<file path="config.mk">
export PLATFORM = sky130hd
export DESIGN_NAME = acq_ctrl
export DESIGN_NICKNAME = d
export VERILOG_FILES = /design/src/rtl/acq_ctrl.sv
export SDC_FILE = /design/constraint.sdc
export NUM_CORES = 1
export LEC_CHECK = 0
export CAP_MARGIN = 10
export CORE_ASPECT_RATIO = 1.25
export CORE_MARGIN = 5
export CORE_UTILIZATION = 56
export DETAILED_ROUTE_END_ITERATION = 6
export GPL_TIMING_DRIVEN = 0
export PLACE_DENSITY = 0.81
export SLEW_MARGIN = 10
export SYNTH_ARGS = -nofsm -noshare
export SYNTH_HDL_FRONTEND = slang
export SYNTH_SLANG_ARGS = --single-unit
</file>
<file path="constraint.sdc">
create_clock -name clk -period 5.9 [get_ports clk]
set_input_delay 1.18 -clock clk [delete_from_list [all_inputs] [get_ports clk]]
set_output_delay 1.18 -clock clk [all_outputs]
set_load 0.03 [all_outputs]
</file>
<file path="src/rtl/acq_ctrl.sv">
// Acquisition command sequencer: filters UART commands, owns rate/point config,
// generates sample strobes and issues TX responses. Optional: ACQ_CTRL_CONTINUOUS_EN.
module acq_ctrl #(
  parameter logic [7:0]  MY_ADDR    = 8'h01,
  parameter logic [15:0] DEF_RATE   = 16'd100,
  parameter logic [15:0] DEF_POINTS = 16'd1024
) (
  input  logic        clk,
  input  logic        rst_n,
  input  logic        i_cmd_en,
  input  logic [2:0]  i_func,
  input  logic [7:0]  i_addr,
  input  logic [15:0] i_rate_conf,
  input  logic        i_rate_conf_en,
  input  logic [15:0] i_point_conf,
  input  logic        i_point_conf_en,
  input  logic        i_tx_ack,
  output logic        o_sample_tick,
  output logic [15:0] o_sample_idx,
  output logic        o_done,
  output logic [1:0]  o_state,
  output logic        o_tx_req,
  output logic [2:0]  o_tx_type,
  output logic [15:0] o_tx_arg,
  output logic        o_err
);

  typedef enum logic [1:0] {
    ST_IDLE = 2'd0,
    ST_RUN  = 2'd1,
    ST_DONE = 2'd2
  } state_t;

  localparam logic [2:0] F_START = 3'd1;
  localparam logic [2:0] F_STOP  = 3'd2;
  localparam logic [2:0] F_DATA  = 3'd3;
  localparam logic [2:0] F_ADDR  = 3'd4;
  localparam logic [2:0] F_STATE = 3'd5;

  state_t      r_state, w_state_nxt;
  logic [15:0] r_rate, r_points, r_rate_cnt, r_count, r_idx;
  logic        r_tick, r_done, r_err;
  logic        r_tx_req;
  logic [2:0]  r_tx_type;
  logic [15:0] r_tx_arg;

  logic w_cmd_ok, w_start, w_stop, w_resp, w_run, w_wrap, w_stop_run;
  logic w_tick, w_last, w_start_ok, w_tx_busy, w_data_ok, w_resp_ok;
  logic w_rate_err, w_point_err, w_err, w_data_ack;

  always_comb begin
    w_cmd_ok    = i_cmd_en && ((i_addr == MY_ADDR) || (i_addr == 8'hFF));
    w_start     = w_cmd_ok && (i_func == F_START);
    w_stop      = w_cmd_ok && (i_func == F_STOP);
    w_resp      = w_cmd_ok && ((i_func == F_DATA) || (i_func == F_ADDR) || (i_func == F_STATE));
    w_run       = (r_state == ST_RUN);
    w_wrap      = w_run && (r_rate_cnt == r_rate - 16'd1);
    w_stop_run  = w_stop && w_run;
    // A STOP landing on a wrap cycle swallows that tick (and any done with it).
    w_tick      = w_wrap && !w_stop_run;
    w_last      = w_tick && (r_count == r_points - 16'd1);
    w_start_ok  = w_start && !w_run;
    w_tx_busy   = r_tx_req && !i_tx_ack;
`ifdef ACQ_CTRL_CONTINUOUS_EN
    w_data_ok   = 1'b0;
`else
    w_data_ok   = (r_state == ST_DONE);
`endif
    w_resp_ok   = w_resp && !w_tx_busy && ((i_func != F_DATA) || w_data_ok);
    w_rate_err  = i_rate_conf_en  && (w_run || (i_rate_conf  == 16'd0));
    w_point_err = i_point_conf_en && (w_run || (i_point_conf == 16'd0));
    w_err       = w_rate_err || w_point_err || (w_start && w_run) || (w_resp && !w_resp_ok);
    w_data_ack  = r_tx_req && i_tx_ack && (r_tx_type == F_DATA);
  end

  always_ff @(posedge clk or negedge rst_n) begin
    if (!rst_n) r_state <= ST_IDLE;
    else        r_state <= w_state_nxt;
  end

  // NOTE: every always_comb output gets a default first so no path infers a latch.
  always_comb begin
    w_state_nxt = r_state;
    unique case (r_state)
      ST_IDLE: if (w_start) w_state_nxt = ST_RUN;
      ST_RUN: begin
        if (w_stop) w_state_nxt = ST_IDLE;
`ifdef ACQ_CTRL_CONTINUOUS_EN
        else if (w_last) w_state_nxt = ST_RUN;
`else
        else if (w_last) w_state_nxt = ST_DONE;
`endif
      end
      ST_DONE: begin
        if (w_start)         w_state_nxt = ST_RUN;
        else if (w_data_ack) w_state_nxt = ST_IDLE;
      end
      default: w_state_nxt = ST_IDLE;
    endcase
  end

  // NOTE: all state, config included, is async-reset so a mid-run reset is immediate.
  always_ff @(posedge clk or negedge rst_n) begin
    if (!rst_n) begin
      r_rate     <= DEF_RATE;
      r_points   <= DEF_POINTS;
      r_rate_cnt <= '0;
      r_count    <= '0;
      r_idx      <= '0;
      r_tick     <= 1'b0;
      r_done     <= 1'b0;
      r_err      <= 1'b0;
      r_tx_req   <= 1'b0;
      r_tx_type  <= '0;
      r_tx_arg   <= '0;
    end else begin
      r_tick <= w_tick;
      r_done <= w_last;
      r_err  <= w_err;

      if (i_rate_conf_en  && !w_rate_err)  r_rate   <= i_rate_conf;
      if (i_point_conf_en && !w_point_err) r_points <= i_point_conf;

      if (w_start_ok) begin
        r_rate_cnt <= '0;
        r_count    <= '0;
      end else if (w_run && !w_stop) begin
        r_rate_cnt <= w_wrap ? 16'd0 : r_rate_cnt + 16'd1;
        if (w_tick) begin
          r_idx   <= r_count;
          r_count <= w_last ? 16'd0 : r_count + 16'd1;
        end
      end

      // A same-cycle ack frees the slot, so the new request simply replaces the old one.
      if (w_resp_ok) begin
        r_tx_req  <= 1'b1;
        r_tx_type <= i_func;
        unique case (i_func)
          F_ADDR:  r_tx_arg <= {8'h00, MY_ADDR};
          F_STATE: r_tx_arg <= {14'b0, r_state};
          default: r_tx_arg <= r_points;
        endcase
      end else if (i_tx_ack) begin
        r_tx_req <= 1'b0;
      end
    end
  end

  always_comb begin
    o_state       = r_state;
    o_sample_tick = r_tick;
    o_sample_idx  = r_idx;
    o_done        = r_done;
    o_err         = r_err;
    o_tx_req      = r_tx_req;
    o_tx_type     = r_tx_type;
    o_tx_arg      = r_tx_arg;
  end

endmodule

</file>
==> impl_metrics.json <==
{
  "ys_warn_count": 0,
  "finalMaxSlewViolations": 0,
  "grt_max_degree": 54,
  "end_kind": "flip-flop",
  "slowest_delay_ns": 0.68,
  "die_area_um2": 12800,
  "ant_nets": 0,
  "routed_wl_um": 15400,
  "cts_root_buffer": "clkbuf_16",
  "crit_path_top_delay_cell": "or4b_2",
  "comb_power_share": 0.137,
  "synth_seq_cells": 105,
  "synth_area_um2": 5950,
  "setup_viol": 0,
  "die_w_um": 102,
  "place_area_um2": 7030,
  "htreeDepth": 3,
  "diodes": 0,
  "synthTopCellsByCount": "101 x dfrtp_1, 100 x nand2_1, 35 x mux2_2",
  "slew_headroom": 0.496,
  "grt_pass1_wl_um": 24900,
  "cp_cell_sequence": "clkbuf_1, inv_1, ha_1, buf_2, or4b_2, nor3_1, mux2i_1, o31ai_1, a2111o_1, buf_2, a31oi_1, a31oi_1",
  "synth.most_common_cell": "dfrtp_1",
  "firstDrtPassIters": 5,
  "outcome": "completed",
  "cts_tree": "built",
  "drc": 0,
  "worst_slew_pin_slew_ns": 0.749,
  "seq_area_frac_synth": 0.442,
  "p_leak_uw": 0.00297,
  "p_seq_frac": 0.492,
  "gr-total-overflow": 0,
  "clock_path_buffers": 2,
  "synth_edf_count": 0,
  "worstPathArrival_ns": 3.84,
  "post_cts_buffers": 0,
  "setup_tns_ns": 0,
  "wl_per_cell_um": 17.7,
  "drive_above_1_share": 0.104,
  "fin_hold_ws_ns": 0.467,
  "yosys.area.top_type": "dfrtp_1",
  "die_h_um": 125,
  "cp_max_fo": 10,
  "p_sw_uw": 412,
  "period_minus_slack_ns": 3.64,
  "grt_pass1_vias": 5276,
  "netlist_top_cells_area": "dfrtp_1 42%, mux2_2 6.6%, nand2_1 6.3%, xnor2_1 4.7%, a31oi_1 3.3%",
  "ctsHoldBuffers": 0,
  "power.internal_uw": 1180,
  "cp.required_ns": 6.10,
  "postSynthAreaPerCell_um2": 9.40,
  "irDropWorstVdd_mv": 0.139,
  "path_delay_family": "simple AND/OR/NAND/NOR gates",
  "switching_share": 0.259,
  "synth.distinct_cells": 64,
  "whs_path_depth": 2,
  "grt_usage": 0.242,
  "fin_crit_sh": 0.616,
  "pwr-share-clk": 0.371,
  "worstSetupPathType": "flip-flop to flip-flop",
  "async_flop_share": 1.00,
  "area_growth_pct": 23.1,
  "drtIter0Drc": 270,
  "max_cap_violations": 0,
  "max_freq_mhz": 275,
  "gp_congestion": 0.891,
  "synth_fp_nets": 686,
  "finalHoldViolCount": 0,
  "postSynthCellCount": 633,
  "hold_class": "flip-flop to flip-flop",
  "r2r-end": "r_count[10]$_DFFE_PN0P_",
  "rsz0062_at_grt": "no",
  "holdPathEnd": "o_sample_idx[11]$_DFFE_PN0P_",
  "start_util": 0.566,
  "hold_start": "o_sample_idx[11]$_DFFE_PN0P_",
  "clkTransAtPathRegs_ns": 0.07,
  "r2r_cells": 12,
  "routed_via_density": 6.12,
  "design_area_um2": 7320,
  "dp_hpwl_um": 11700,
  "portBuffers": 89,
  "cp-start-kind": "flip-flop",
  "cts_resized": 0,
  "antenna_found_initial": 0,
  "core_area_um2": 10500,
  "rows": 42,
  "nets": 787,
  "cellPowerDensity_nw_per_um2": 217,
  "num_io_pins": 90,
  "synth_top_area_share": 0.425,
  "vias": 5330,
  "numCtsBuffers": 9,
  "cts.sinks": 105,
  "worst-path-buf-inv": 4,
  "clk_latency_ns": 0.35,
  "r2r_start": "r_points[0]$_DFFE_PN0P_",
  "synthFlopType": "dfrtp_1",
  "finClkSkew_ns": 0.00753,
  "r2r_setup_slack_ns": 2.26,
  "n_fill_cell": 814
}
## placed cells by master, fill, tap and decap left out, types with 8 or more instances in the layout
| cell type | n |
|---|---|
| o21ai_0 | 31 |
| a31oi_1 | 31 |
| nand2_1 | 100 |
| xor2_1 | 15 |
| mux2_2 | 35 |
| clkbuf_16 | 9 |
| nor3_1 | 14 |
| inv_1 | 15 |
| nand3_1 | 14 |
| clkdlybuf4s50_1 | 88 |
| nor2_1 | 32 |
| and3_1 | 10 |
| or3_1 | 11 |
| nor2b_1 | 8 |
| dfrtp_1 | 101 |
| clkbuf_1 | 23 |
| xnor2_1 | 32 |
| a21oi_1 | 8 |
| nor4_1 | 31 |
| nand3b_1 | 16 |
## kinds of logic (layout without fill, tap and decap cells)
logic type / count (synthesis) / count (layout) / synth area share
AO/OA/AOI/OAI: 106 / 106 / 0.118
XOR/XNOR: 47 / 47 / 0.0692
adder cells (fa/ha/maj): 4 / 4 / 0.00841
buffers and inverters: 48 / 154 / 0.0360
flip-flops: 105 / 105 / 0.442
multiplexers: 37 / 37 / 0.0696
AND/OR/NAND/NOR: 286 / 286 / 0.256
## routing by layer
layer  track usage  vias up  wire [µm]
li1              -     2516          -
met2         0.431      197       8400
met3        0.0412       40        814
met1         0.281     2577       5810
met4         0.103        0        399
met5             0        -          0
## per-stage QoR
| stage | util | instances | setup WS (ns) | power (µW) |
|---|---|---|---|---|
| after floorplan | - | 633 | 2.74 | 912 |
| after global placement | 0.667 | 854 | -0.117 | 1000 |
| after detailed placement | 0.669 | 855 | 2.01 | 1010 |
| after CTS | 0.697 | 871 | 2.30 | 1600 |
| after global routing | 0.697 | 871 | 1.98 | 1650 |
| final | 0.697 | 871 | 2.26 | 1590 |
## how the worst max path moves through the flow
stage | startpoint | endpoint | depth (start not counted)
floorplan | i_addr[4] | r_rate_cnt[3]$_DFFE_PN0P_ | 8
global placement | rst_n | r_rate[4]$_DFFE_PN0P_ | 1
detailed placement | i_addr[4] | o_sample_idx[14]$_DFFE_PN0P_ | 10
CTS | r_points[0]$_DFFE_PN0P_ | r_count[10]$_DFFE_PN0P_ | 12
global route | r_points[0]$_DFFE_PN0P_ | r_count[11]$_DFFE_PN0P_ | 12
finish | r_points[0]$_DFFE_PN0P_ | r_count[10]$_DFFE_PN0P_ | 12
## sequential cells by signal, indices dropped and copies added, names as in the netlist
register / count
o_done: 1
o_err: 1
o_sample_idx: 16
o_sample_tick: 1
o_state: 2
o_tx_arg: 16
o_tx_req: 1
o_tx_type: 3
r_count: 16
r_points: 16
r_rate: 16
r_rate_cnt: 16
## worst register-to-register path: stages (launching register included)
cell      delay [ns]
dfrtp_1         0.36
clkbuf_1        0.22
inv_1           0.11
ha_1            0.14
buf_2           0.19
or4b_2          0.68
nor3_1          0.44
mux2i_1         0.28
o31ai_1         0.14
a2111o_1        0.46
buf_2           0.21
a31oi_1         0.21
a31oi_1         0.07
## final cells by class
cell class	count	area, µm²	area share
plain buffers	33	158	0.0215
clock buffers	13	270	0.0369
clock inverters	3	22.5	0.00308
inverters	15	56.3	0.00769
multi-input cells	480	3100	0.424
flip-flops and latches	105	2630	0.359
well taps	132	165	0.0226
repair buffers	90	916	0.125
## power by group through the flow
stage	clock network, µW	logic [µW]	registers [µW]
after detailed placement	0	216	795
after CTS	598	218	782
final	589	218	782
after floorplan	0	117	794
after global placement	0	206	794
after global routing	630	238	786
Note: power is estimated with default switching activity, not from simulation.
